### config.mk
export PLATFORM = sky130hd
export DESIGN_NAME = jtopl_pg_chain
export DESIGN_NICKNAME = d
export VERILOG_FILES = /design/src/rtl/jtopl_pkg.sv /design/src/rtl/jtopl_pg_mulinc.sv /design/src/rtl/jtopl_pg_chain.sv
export SDC_FILE = /design/constraint.sdc
export NUM_CORES = 1
export LEC_CHECK = 0
export CAP_MARGIN = 10
export CELL_PAD_IN_SITES_DETAIL_PLACEMENT = 0
export CELL_PAD_IN_SITES_GLOBAL_PLACEMENT = 1
export CORE_ASPECT_RATIO = 0.6
export CORE_MARGIN = 2
export CORE_UTILIZATION = 55
export DETAILED_ROUTE_END_ITERATION = 7
export MAX_ROUTING_LAYER = met4
export PLACE_DENSITY = 0.84
export RECOVER_POWER = 100
export SYNTH_ARGS = -nofsm -noshare
export SYNTH_HDL_FRONTEND = slang
export SYNTH_SLANG_ARGS = --single-unit
### constraint.sdc
create_clock -name clk -period 24.6 [get_ports clk]
set_input_delay 3.69 -clock clk [delete_from_list [all_inputs] [get_ports clk]]
set_output_delay 3.69 -clock clk [all_outputs]
set_load 0.05 [all_outputs]
### src/rtl/jtopl_pkg.sv
// Shared constants for the OPL phase-generator blocks: MUL factor table
// and the slot-index width helper.
package jtopl_pkg;

    localparam logic [4:0] MUL_FACTOR [16] = '{
        5'd1,  5'd2,  5'd4,  5'd6,  5'd8,  5'd10, 5'd12, 5'd14,
        5'd16, 5'd18, 5'd20, 5'd20, 5'd24, 5'd24, 5'd30, 5'd30
    };

    function automatic int clog2(input int n);
        int w;
        w = 0;
        for (int i = 0; i < 31; i++) begin
            if ((1 << i) < n) w = i + 1;
        end
        return w;
    endfunction

endpackage

### src/rtl/jtopl_pg_mulinc.sv
// Combinational phase increment: pure increment times MUL factor, halved and
// truncated to the stored phase width.
module jtopl_pg_mulinc
    import jtopl_pkg::*;
#(
    parameter int INCW = 17,
    parameter int PHW  = 19
) (
    input  logic [3:0]      mul_i,
    input  logic [INCW-1:0] phinc_i,
    output logic [PHW-1:0]  inc_o
);

    logic [INCW+4:0] prod;
    logic [INCW+4:0] half;

    always_comb begin
        prod  = (INCW+5)'(phinc_i) * (INCW+5)'(MUL_FACTOR[mul_i]);
        half  = prod >> 1;
        inc_o = PHW'(half);
    end

endmodule

### src/rtl/jtopl_pg_chain.sv
// Time-multiplexed phase accumulator: SLOTS phases circulate through a
// register loop, one slot updated per clock enable.
module jtopl_pg_chain
    import jtopl_pkg::*;
#(
    parameter int SLOTS = 18,
    parameter int PHW   = 19,
    parameter int INCW  = 17,
    parameter int OPW   = 10,
    localparam int SW   = clog2(SLOTS)
) (
    input  logic            clk,
    input  logic            rst,
    input  logic            cen,
    input  logic [3:0]      mul,
    input  logic [INCW-1:0] phinc_pure,
    input  logic            pg_rst,
    input  logic            freeze,
    output logic [SW-1:0]   cur_slot,
    output logic [OPW-1:0]  phase_op,
    output logic [SW-1:0]   slot_op,
    output logic            zero
);

    localparam int NSH = SLOTS - 2;

    // Loop order: sh_q[0] (head) -> p1_q -> p2_q -> sh_q[NSH-1] (tail) -> ... -> sh_q[0]
    logic [PHW-1:0]  sh_q [NSH];
    logic [PHW-1:0]  p1_q, p2_q, new_d, inc;
    logic [3:0]      mul1_q;
    logic [INCW-1:0] phinc1_q;
    logic            pgrst1_q, freeze1_q;
    logic [SW-1:0]   cur_q, slot1_q, slot_op_q, cur_d;

    jtopl_pg_mulinc #(.INCW(INCW), .PHW(PHW)) u_mulinc (
        .mul_i   (mul1_q),
        .phinc_i (phinc1_q),
        .inc_o   (inc)
    );

    always_comb begin
        new_d = pgrst1_q ? '0 : freeze1_q ? p1_q : p1_q + inc;
        cur_d = (cur_q == SW'(SLOTS - 1)) ? '0 : cur_q + SW'(1);
    end

    always_ff @(posedge clk) begin
        if (rst) begin
            for (int i = 0; i < NSH; i++) sh_q[i] <= '0;
            p1_q      <= '0;
            p2_q      <= '0;
            mul1_q    <= '0;
            phinc1_q  <= '0;
            pgrst1_q  <= 1'b0;
            freeze1_q <= 1'b0;
            cur_q     <= '0;
            slot1_q   <= '0;
            slot_op_q <= '0;
        end else if (cen) begin
            for (int i = 0; i < NSH - 1; i++) sh_q[i] <= sh_q[i+1];
            sh_q[NSH-1] <= p2_q;
            p1_q      <= sh_q[0];
            mul1_q    <= mul;
            phinc1_q  <= phinc_pure;
            pgrst1_q  <= pg_rst;
            freeze1_q <= freeze;
            slot1_q   <= cur_q;
            cur_q     <= cur_d;
            p2_q      <= new_d;
            slot_op_q <= slot1_q;
        end
    end

    assign cur_slot = cur_q;
    assign phase_op = p2_q[PHW-1 -: OPW];
    assign slot_op  = slot_op_q;
    assign zero     = (slot_op_q == '0);

endmodule

# After elaboration in Yosys (flattened, before gate mapping)
# Memories as Yosys holds them, arrays and structs flattened. A register that Yosys moved wholly into a read port is not among the register bits.
# Index checks and enable logic that the tools add are counted.
# word_totals
reg_bits,57
mem_bits_rw,304
rom_bits,80
in_bits,26
out_inout_bits,21
word_cells,59
memories,2
# mem_list
memory,words,word_bits,rd,rd_ports_with_merged_regs,wr,line,rtl
sh_q,16,19,16,1,16,jtopl_pg_chain.sv:28,logic [PHW-1:0] sh_q [NSH];
(name not given),16,5,1,0,0,jtopl_pg_mulinc.sv:18,prod = (INCW+5)'(phinc_i) * (INCW+5)'(MUL_FACTOR[mul_i]);
# op_classes
add_sub_neg,2
multipliers,1
magnitude_cmp,1
eq_ne,1
n_mux,26
bitwise,17
reduce_logical,1
# ops
op,count
$mux 19,18
$mul 17x5->20,1
$add 19x19->19,1
$or 1x1->1,16
$mux 5,3
$add 5x1->5 const B,1
$eq 5x5->1 const B,1
$ge 5x5->1 const B,1
$logic_not 5->1,1
$mux 1,5
$not 4->5,1

# Depth between registers and ports, before layout
# Gate-level depths: netlist (run 1).
# logic_depth
ltp_word,8
depth_mapped,27

# By module
# A second synthesis (run 1) with hierarchy kept.
# hier_totals
hier_cells,1367
hier_area_um2,17495.5
# modules_own_cells
mod,n_inst,cells_per_inst,area_per_inst_um2,seq_area_each_um2
jtopl_pg_chain,1,1060,14939.3,10650.2
jtopl_pg_mulinc,1,307,2556.2,0.0

# Least setup slack after synthesis (run 1)
# Ideal clock, no wire load.
# synth_timing
path_kind,input to register
startpoint,input port rst
endpoint,memory sh_q[0][0] (enable)
setup_time_ns,0.652
arrival_ns,10.195
setup_slack_ns,13.753
stages,4
n_path_buf,2
path_cell_list,clkbuf_1 nor2_1 clkbuf_1 inv_1
# synth_rtl
item,line,rtl
from (decl),jtopl_pg_chain.sv:13,"input logic rst,"
to (decl),jtopl_pg_chain.sv:28,

==> out/qor.csv, run 1 <==
stage;metric;value;unit
outcome;outcome;complete, but fails checks;
outcome;failing checks;max-capacitance violations, max-slew violations;
floorplanning;die area;32940;um2
clocking;CTS H-tree depth;2;
synth;post-synthesis sequential area ratio;61.55;%
placement;Buffers on Ports;46;
pwr;clock group share of total power;38.9;%
route;Wirelength per Cell;15.84;um
clocking;clk buf depth;3;
clocking;clock slew at reported path FFs;0.07;ns
synth;Mapped Area;17300;um2
worst_setup_path;Crit path required time;24.74;ns
synth;EDFF count, synth;304;
global_routing;largest net degree at the start of global routing;137;
pwr;Int Pwr;1.098;mW
clocking;CTS Hold Bufs;0;
floorplanning;std cell rows;50;
worst_hold_path;worst min-delay path class;flip-flop to flip-flop;
route;vias;9406;
floorplanning;Core Area;31090;um2
synth;Yosys top cell by area;edfxtp_1;
synth;Netlist cell types;54;
clocking;# Post-CTS Setup Buffers;0;
route;post-route ant nets;0;
placement;HPWL Detailed;17.70;mm
synth;Commonest cells post-synth;edfxtp_1 (304), and2_1 (235), nor2b_1 (132);
pwr;NetSw;315.0;uW
global_routing;vias in the first global route;9134;
pwr;combinational power share;7.5;%
synth;most common cell in the netlist;edfxtp_1;
global_routing;GR Overflow Total;0;
pwr;switching fraction of total power;22.30;%
timing;final setup fails;0;
synth;Post-synth ARST share;0;%
worst_setup_path;CP arrival;14.51;ns
timing;Tcrit/Tclk final;58.44;%
worst_setup_path;critical path class;input pin to flip-flop;
placement;GP Congestion;0.8397;
pwr;PwrDens;73.62;nW/um2
pwr;sequential share of power;53.5;%
global_routing;initial antenna violation count;1;
worst_setup_path;Startpoint Class;input pin;
cells_and_area;NumNets Final;1487;
route;Post-Route WL;28.71;mm
timing;Max Transition Viols Final;589;
clocking;Num CTS Buffers;34;
synth;main flop type after synthesis;edfxtp_1;
synth;Avg Synthesized Cell Area;12.83;um2
timing;fmax;0.06956;GHz
worst_setup_path;critical path fanouts, max;136;
timing;relative max-transition margin;-265.7;%
route;initial DRC count;688;
global_routing;first-pass GRT wire length;47.40;mm
pwr;Worst IR Drop VDD;0.05297;mV
job;max-cap violation count;6;
clocking;cts repair resizes;0;
route;DR pass1 iterations;4;
global_routing;Overall Global Routing Usage;18.60;%
route;Vias per Instance;5.191;
worst_setup_path;crit-path max cell delay;3.26;ns
clocking;CTS Sinks;380;
timing;Final Hold Fails;0;
floorplanning;Die Ht;141.4;um
floorplanning;I/O Pins;47;
synth;top cell type's share of synthesized area;52.76;%
cells_and_area;Area Overhead vs Synth;10.90;%
clocking;Worst-Skew Late Latency;0.53;ns
timing;min Tclk post-route;14.38;ns
worst_setup_path;cell repeated most along the worst path;clkbuf_1;
worst_setup_path;critical path, cell by cell;clkbuf_1, nor2_1, clkbuf_1, clkinvlp_2, clkbuf_1, buf_4;
cells_and_area;Finished Layout Cells;1812;
cells_and_area;ant diodes;0;
route;drt drc;0;
worst_setup_path;slowest CP cell;clkinvlp_2;
floorplanning;Initial Util;55.65;%
clocking;clk root buf;clkbuf_16;
worst_setup_path;nature of the critical path endpoint;flip-flop;
placement;placed cell count;1750;
synth;instance count of the mapped netlist;1349;
synth;Post-Syn Nets;1466;
synth;top area cells in the synthesized netlist;edfxtp_1 (53%), dfxtp_1 (8.8%), and2_1 (8.5%), fa_1 (5.2%), nor2b_1 (4.8%);
worst_setup_path;CP delay by family, top;buffers and inverters;
timing;final setup TNS;0;ns
worst_setup_path;Buf/Inv on CP;5;
synth;Synth Register Bits;380;
floorplanning;Die Wd;233.0;um
timing;RSZ-0062 raised after global routing;false;
clocking;CTS tree;done;
pwr;Leakage;7.821;nW
cells_and_area;ratio of cells with drive above 1 in the final layout;4.728;%
timing;Worst Skew;0.01804;ns
timing;Slew @ Worst Pin;5.485;ns
synth;Synthesis Warnings;0;
-- routing by layer --
metal,wire [um],GRT usage (%)
met2,11580,25.02
met3,1132,3.376
met5,0,-
met1,15610,29.31
met4,389,3.922
-- power groups by stage --
stage,registers (mW),logic (mW),clock network [mW]
floorplan,0.765,0.0817,0
CTS,0.754,0.108,0.563
global route,0.761,0.120,0.587
global placement,0.767,0.105,0
detailed placement,0.767,0.107,0
finish,0.756,0.106,0.550
-- layout by cell type (no fill, tap or decap), types with 45 or more instances in the layout --
cell type / n
nor2_1: 77
fa_1: 45
nand2_1: 51
dfxtp_1: 76
edfxtp_1: 304
nor2b_1: 132
and2_1: 111
and2_0: 124
mux2i_1: 53
ha_1: 46
inv_1: 64
-- worst min-delay path, delay by kind of cell, from the launching register on --
family	cells	cell delay, ns
AOI/OAI and AO/OA	1	0.05
DFF	1	0.33
and+or+nand+nor	1	0.05
-- kinds of logic after synthesis --
group | after synthesis | synth area share, %
AND/OR/NAND/NOR | 536 | 17.47
flip-flops | 380 | 61.55
buffers and inverters | 137 | 3.196
AO/OA/AOI/OAI | 117 | 4.411
adder cells (fa/ha/maj) | 91 | 8.533
multiplexers | 53 | 3.066
XOR/XNOR | 35 | 1.772
-- worst paths after layout --
kind | startpoint | endpoint | slack, ns | cells past startpoint
worst min register to register | p2_q[2] | p2_q[2] | 0.46 | 2
worst max register to register | mul1_q[1] | p2_q[18] | 17.61 | 26
worst max-delay path | rst | sh_q[3][4] | 10.22 | 6
worst min-delay path | p2_q[2] | p2_q[2] | 0.46 | 2
-- per-stage QoR --
step / setup slack, ns / total power [mW] / utilization (%) / hold WS (ns) / instance area [um2]
2_1_floorplan: 13.75 / 0.8462 / - / 0.4173 / 17300
3_3_place_gp: 17.06 / 0.8715 / 58.13 / 0.4376 / 18070
3_5_place_dp: 17.01 / 0.8741 / 58.13 / 0.4455 / 18070
4_1_cts: 17.57 / 1.425 / 61.83 / 0.4642 / 19220
5_1_grt: 8.772 / 1.468 / 61.71 / 0.4841 / 19190
6_report: 10.22 / 1.413 / 61.71 / 0.4616 / 19190
-- final cells by class --
class	instances	area (um2)
flip-flops and latches	380	10650
multi-input cells	832	6113
well taps	416	520.5
clock inverters	18	242.7
inverters	66	249.0
clock buffers	44	908.4
repair buffers	56	504.2
fillers	2396	11900
-- flip-flops by register name (all words and copies together) (netlist names), 4 cells and up --
signal / cells
sh_q: 304
p1_q: 19
p2_q: 19
phinc1_q: 17
cur_slot: 5
slot1_q: 5
slot_op: 5
mul1_q: 4
Note: power is estimated with default switching activity, not from simulation.
==> run 2: changes to the inputs <==
--- a/config.mk
+++ b/config.mk
@@ -10,10 +10,10 @@
 export CELL_PAD_IN_SITES_GLOBAL_PLACEMENT = 1
 export CORE_ASPECT_RATIO = 0.6
 export CORE_MARGIN = 2
-export CORE_UTILIZATION = 55
+export CORE_UTILIZATION = 51
 export DETAILED_ROUTE_END_ITERATION = 7
 export MAX_ROUTING_LAYER = met4
-export PLACE_DENSITY = 0.84
+export PLACE_DENSITY = 0.78
 export RECOVER_POWER = 100
 export SYNTH_ARGS = -nofsm -noshare
 export SYNTH_HDL_FRONTEND = slang
==> constraint.sdc (replaced) <==
create_clock -name clk -period 14.6 [get_ports clk]
set_input_delay 2.19 -clock clk [delete_from_list [all_inputs] [get_ports clk]]
set_output_delay 2.19 -clock clk [all_outputs]
set_load 0.05 [all_outputs]
==> out/qor.csv, run 2 (synthesis gave the netlist of run 1 again) <==
stage;metric;value;unit;change
route;Post-Route WL;27.94;mm;-2.7%
timing;final setup fails;0;;unchanged
route;initial DRC count;632;;-8.1%
floorplanning;Die Ht;146.7;um;+3.7%
timing;relative max-transition margin;-199.5;%;+66 points
route;drt drc;0;;unchanged
placement;Buffers on Ports;46;;unchanged
floorplanning;Core Area;33570;um2;+8.0%
cells_and_area;NumNets Final;1488;;+0.067%
worst_hold_path;worst hold path depth;2;;unchanged
worst_setup_path;Register-to-Register Setup Slack;7.73;ns;-9.88 ns
worst_setup_path;critical path fanouts, max;137;;+0.74%
floorplanning;I/O Pins;47;;unchanged
floorplanning;die area;35460;um2;+7.7%
clocking;clock slew at reported path FFs;0.07;ns;about the same
cells_and_area;Biggest register;sh_q;;
timing;RSZ-0062 raised after global routing;false;;
cells_and_area;ant diodes;0;;unchanged
timing;Tcrit/Tclk final;65.78;%;
placement;GP Congestion;0.7739;;-7.8%
timing;Worst Skew;0.01312;ns;-0.004923 ns
outcome;outcome;complete, but fails checks;;
floorplanning;Die Wd;241.8;um;+3.8%
floorplanning;Initial Util;51.54;%;-4.1 points
route;post-route ant nets;0;;unchanged
cells_and_area;Area Overhead vs Synth;11.24;%;
timing;fmax;0.1041;GHz;
job;max-cap violation count;6;;unchanged
timing;Max Transition Viols Final;539;;-8.5%
cells_and_area;biggest regs;sh_q (304), p1_q (19), p2_q (19);;
pwr;Leakage;7.820;nW;about the same
worst_setup_path;nature of the critical path endpoint;flip-flop;;
clocking;CTS Hold Bufs;0;;unchanged
global_routing;largest net degree at the start of global routing;138;;+0.73%
worst_setup_path;critical path class;input pin to flip-flop;;
timing;Slew @ Worst Pin;4.492;ns;-0.9927 ns
clocking;Num CTS Buffers;36;;+5.9%
cells_and_area;Largest register FFs;304;;unchanged
pwr;PwrDens;123.3;nW/um2;+68%
global_routing;initial antenna violation count;0;;-1
route;Wirelength per Cell;15.04;um;-5.1%
outcome;failing checks;max-capacitance violations, max-slew violations;;
clocking;# Post-CTS Setup Buffers;0;;unchanged
clocking;Worst-Skew Late Latency;0.52;ns;about the same
global_routing;vias in the first global route;9114;;-0.22%
clocking;clk buf depth;3;;unchanged
clocking;CTS tree;done;;
worst_setup_path;Reg2Reg Depth;26;;unchanged
timing;Hold Slack;0.4540;ns;-0.007586 ns
cells_and_area;commonest cells after routing, fill and taps aside;edfxtp_1 (304), and2_0 (145), nor2b_1 (132);;
route;DR pass1 iterations;5;;+1
timing;Final Hold Fails;0;;unchanged
global_routing;met3 GRT Util;2.978;%;-0.40 points
global_routing;GR Overflow Total;0;;unchanged
clocking;CTS H-tree depth;2;;unchanged
worst_setup_path;Crit path required time;14.62;ns;-10.12 ns
clocking;cts repair resizes;0;;unchanged
worst_hold_path;worst min-delay path class;flip-flop to flip-flop;;
placement;HPWL Detailed;16.83;mm;-4.9%
cells_and_area;ratio of cells with drive above 1 in the final layout;4.789;%;+0.061 points
clocking;CTS Sinks;380;;unchanged
pwr;total power;2.374;mW;+68%
route;vias;9419;;+0.14%
pwr;Worst IR Drop VDD;0.08007;mV;+51%
global_routing;routing usage on met1;27.26;%;-2.1 points
global_routing;first-pass GRT wire length;47.60;mm;+0.44%
worst_setup_path;Startpoint Class;input pin;;
floorplanning;std cell rows;52;;+4.0%
global_routing;Overall Global Routing Usage;16.95;%;-1.6 points
timing;final setup TNS;0;ns;unchanged
route;Vias per Instance;5.069;;-2.3%
global_routing;gr busiest metal;met1;;
timing;min Tclk post-route;9.604;ns;
worst_setup_path;CP arrival;9.63;ns;-4.88 ns
clocking;clk root buf;clkbuf_16;;
cells_and_area;commonest non-fill, non-tap cell in the layout;edfxtp_1;;
global_routing;routing usage on met2;21.91;%;-3.1 points
run 2: layer usage:
| layer | wire (um) | part of all wire, % |
|---|---|---|
| met1 | 15280 | 55 |
| met2 | 11000 | 39 |
| met3 | 1157 | 4.1 |
| met4 | 499 | 1.8 |
| met5 | 0 | 0 |
run 2: final cells by class:
cell class / count / area [um2]
fill: 2817 / 14330
sequential: 380 / 10650
multi-input combinational: 832 / 6113
clock buffer: 51 / 1028
tap: 459 / 574.3
timing repair buffer: 55 / 493.0
inverter: 66 / 255.2
clock inverter: 15 / 132.6
run 2: where the power goes:
group / switching (mW) / internal, mW
Combinational: 0.106 / 0.0691
Clock: 0.399 / 0.530
Sequential: 0.0272 / 1.24
run 2: per-stage QoR:
stage                     worst slack [ns]  util [%]  instances  area, um2
final                                4.996     57.33       1858      19250
after global routing                 3.962     57.33       1858      19250
after CTS                            8.206     57.43       1858      19280
after detailed placement             8.240     53.97       1792      18120
after global placement               8.393     53.97       1792      18120
after floorplan                      5.253         -       1349      17300
run 2: worst max-delay path, cell delays in order:
cell	delay, ns
clkbuf_1	2.64
nor2_1	0.54
inv_8	0.92
clkbuf_1	3.22
run 2: final timing paths:
check                end       from
min reg2reg      p2_q[0]    p2_q[0]
max          sh_q[10][6]        rst
max reg2reg     p2_q[18]  mul1_q[1]
min              p2_q[0]    p2_q[0]
==> run 3: changes to the inputs <==
--- a/config.mk
+++ b/config.mk
@@ -10,10 +10,10 @@
 export CELL_PAD_IN_SITES_GLOBAL_PLACEMENT = 1
 export CORE_ASPECT_RATIO = 0.6
 export CORE_MARGIN = 2
-export CORE_UTILIZATION = 51
+export CORE_UTILIZATION = 46
 export DETAILED_ROUTE_END_ITERATION = 7
 export MAX_ROUTING_LAYER = met4
-export PLACE_DENSITY = 0.78
+export PLACE_DENSITY = 0.74
 export RECOVER_POWER = 100
 export SYNTH_ARGS = -nofsm -noshare
 export SYNTH_HDL_FRONTEND = slang
==> constraint.sdc (replaced) <==
create_clock -name clk -period 7.9 [get_ports clk]
set_input_delay 1.185 -clock clk [delete_from_list [all_inputs] [get_ports clk]]
set_output_delay 1.185 -clock clk [all_outputs]
set_load 0.05 [all_outputs]
==> out/qor.csv, run 3 (synthesis gave the netlist of run 1 again) <==
stage;metric;value;unit;change
cells_and_area;Largest register FFs;304;;unchanged
cells_and_area;Finished Layout Cells;1905;;+2.5%
placement;dpl cell area;18200;um2;+0.44%
global_routing;met3 GRT Util;2.979;%;about the same
outcome;outcome;complete, but fails checks;;
cells_and_area;Biggest register;sh_q;;
clocking;clock slew at reported path FFs;0.07;ns;about the same
route;initial DRC count;607;;-4.0%
route;Wirelength per Cell;14.88;um;-1.0%
global_routing;routing usage on met1;24.47;%;-2.8 points
cells_and_area;final core occ;52.69;%;-4.6 points
clocking;Worst-Skew Late Latency;0.53;ns;about the same
cells_and_area;ratio of cells with drive above 1 in the final layout;5.211;%;+0.42 points
clocking;CTS Hold Bufs;0;;unchanged
worst_setup_path;CP arrival;7.23;ns;-2.40 ns
global_routing;Overall Global Routing Usage;15.35;%;-1.6 points
timing;Worst Skew;0.01029;ns;-0.002822 ns
cells_and_area;Area Overhead vs Synth;11.72;%;
clocking;clk buf depth;3;;unchanged
pwr;combinational power share;7.4;%;about the same
pwr;NetSw;990.6;uW;+86%
floorplanning;Die Wd;254.4;um;+5.2%
route;Vias per Instance;4.938;;-2.6%
timing;min Tclk post-route;6.763;ns;
worst_hold_path;hold_sp;p2_q[2];;
global_routing;vias in the first global route;9128;;+0.15%
pwr;Leakage;7.872;nW;+0.66%
cells_and_area;Filler cells;3139;;+11%
worst_setup_path;CP Depth;26;;+22
clocking;CTS H-tree depth;2;;unchanged
floorplanning;die area;39230;um2;+11%
worst_setup_path;RR Endpoint;p2_q[18];;
cells_and_area;fin area;19330;um2;+0.44%
pwr;sequential share of power;53.3;%;-0.2 points
clocking;# Post-CTS Setup Buffers;0;;unchanged
global_routing;routing usage on met2;19.66;%;-2.3 points
pwr;Int Pwr;3.412;mW;+85%
cells_and_area;ant diodes;0;;unchanged
timing;final setup TNS;0;ns;unchanged
clocking;clk root buf;clkbuf_16;;
job;max-cap violation count;6;;unchanged
worst_setup_path;CP delay by family, top;compound AO/OA/AOI/OAI gates;;
timing;Hold Slack;0.4468;ns;-0.007244 ns
timing;Tcrit/Tclk final;85.61;%;
route;post-route ant nets;0;;unchanged
cells_and_area;area of the multi-input gates;6113;um2;unchanged
clocking;CTS Sinks;380;;unchanged
timing;Final Hold Fails;0;;unchanged
outcome;failing checks;max-capacitance violations, max-slew violations;;
cells_and_area;biggest regs;sh_q (304), p1_q (19), p2_q (19);;
global_routing;first-pass GRT wire length;47.51;mm;-0.20%
global_routing;largest net degree at the start of global routing;192;;+39%
floorplanning;I/O Pins;47;;unchanged
worst_setup_path;crit path capture;p2_q[18];;
worst_setup_path;crit-path max cell delay;0.74;ns;-2.48 ns
timing;fmax;0.1479;GHz;
worst_setup_path;critical path fanouts, max;21;;-85%
pwr;switching fraction of total power;22.50;%;+0.11 points
placement;placed cell count;1839;;+2.6%
timing;final setup fails;0;;unchanged
cells_and_area;commonest non-fill, non-tap cell in the layout;edfxtp_1;;
worst_setup_path;critical path class;flip-flop to flip-flop;;
floorplanning;std cell rows;54;;+3.8%
worst_setup_path;Buf/Inv on CP;3;;unchanged
pwr;clock group share of total power;39.3;%;+0.2 points
placement;Buffers on Ports;46;;unchanged
cells_and_area;commonest cells after routing, fill and taps aside;edfxtp_1 (304), and2_1 (135), nor2b_1 (132);;
worst_setup_path;Register-to-Register Setup Slack;1.14;ns;-6.59 ns
global_routing;GR Overflow Total;0;;unchanged
worst_setup_path;Reg2Reg Depth;26;;unchanged
clocking;CTS tree;done;;
floorplanning;Initial Util;47.16;%;-4.4 points
route;Post-Route WL;28.35;mm;+1.5%
timing;Max Transition Viols Final;616;;+14%
floorplanning;Die Ht;154.2;um;+5.2%
pwr;Worst IR Drop VDD;0.1415;mV;+77%
global_routing;gr busiest metal;met1;;
route;drt drc;0;;unchanged
worst_setup_path;Crit path required time;8.37;ns;-6.25 ns
clocking;Num CTS Buffers;36;;unchanged
worst_setup_path;Worst setup startpoint;mul1_q[1];;
clocking;cts repair resizes;0;;unchanged
worst_setup_path;Startpoint Class;flip-flop;;
placement;GP Congestion;0.7774;;+0.45%
floorplanning;Core Area;36690;um2;+9.3%
worst_setup_path;slowest CP cell;dfxtp_1;;
timing;Slew @ Worst Pin;3.837;ns;-0.6553 ns
worst_setup_path;nature of the critical path endpoint;flip-flop;;
worst_setup_path;Reg-to-Reg Start;mul1_q[1];;
timing;RSZ-0062 raised after global routing;false;;
global_routing;initial antenna violation count;0;;unchanged
cells_and_area;NumNets Final;1490;;+0.13%
pwr;PwrDens;227.8;nW/um2;+85%
cells_and_area;FF+latch area;10650;um2;unchanged
timing;relative max-transition margin;-155.8;%;+44 points
worst_hold_path;worst min-delay path class;flip-flop to flip-flop;;
placement;HPWL Detailed;16.96;mm;+0.78%
route;DR pass1 iterations;5;;unchanged
route;vias;9407;;-0.13%
worst_setup_path;cell repeated most along the worst path;a21oi_1;;
-- run 3: cell count changes in the layout (fill, tap and decap cells not counted), moves of 2 or more --
cell	before	now
and2_0	145	100
and2_1	90	135
buf_4	3	5
clkbuf_2	0	3
clkbuf_8	5	3
clkinv_1	4	1
clkinv_2	7	4
clkinvlp_4	0	3
-- run 3: layout make-up --
class	instances	area share (%)
clock inverter	13	0.6990
inverter	66	1.288
multi-input combinational	832	31.62
sequential	380	55.09
tap	504	3.262
clock buffer	53	5.366
timing repair buffer	57	2.667
-- run 3: through the flow --
stage | setup slack, ns | power, mW
2_1_floorplan | 0.7830 | 2.629
3_3_place_gp | 1.704 | 2.711
3_5_place_dp | 1.584 | 2.716
4_1_cts | 1.534 | 4.460
5_1_grt | 0.5225 | 4.587
6_report | 1.137 | 4.403
-- run 3: how the worst min path moves through the flow --
stage	end	slack (ns)	cells past startpoint
2_1_floorplan	p2_q[0]	0.42	2
3_3_place_gp	p2_q[2]	0.44	2
3_5_place_dp	p2_q[4]	0.44	2
4_1_cts	p2_q[0]	0.45	2
5_1_grt	p2_q[2]	0.49	2
6_report	p2_q[2]	0.45	2
-- run 3: metal layers --
metal | vias to the layer above | share of wire (%)
met3 | 49 | 3.5
met1 | 4627 | 56
met4 | 0 | 1.9
li1 | 4625 | -
met5 | - | 0
met2 | 106 | 39
-- run 3: power by group through the flow --
| stage | Clock, mW | Combinational (mW) | Sequential, mW |
|---|---|---|---|
| floorplan | 0 | 0.255 | 2.37 |
| global placement | 0 | 0.328 | 2.38 |
| detailed placement | 0 | 0.332 | 2.38 |
| CTS | 1.78 | 0.334 | 2.34 |
| global route | 1.86 | 0.369 | 2.36 |
| finish | 1.73 | 0.324 | 2.35 |
-- run 3: worst min-delay path, delay by kind of cell, from the launching register on --
kind | cells | cell delay (ns)
flops | 1 | 0.32
compound gates | 1 | 0.05
simple gates | 1 | 0.04
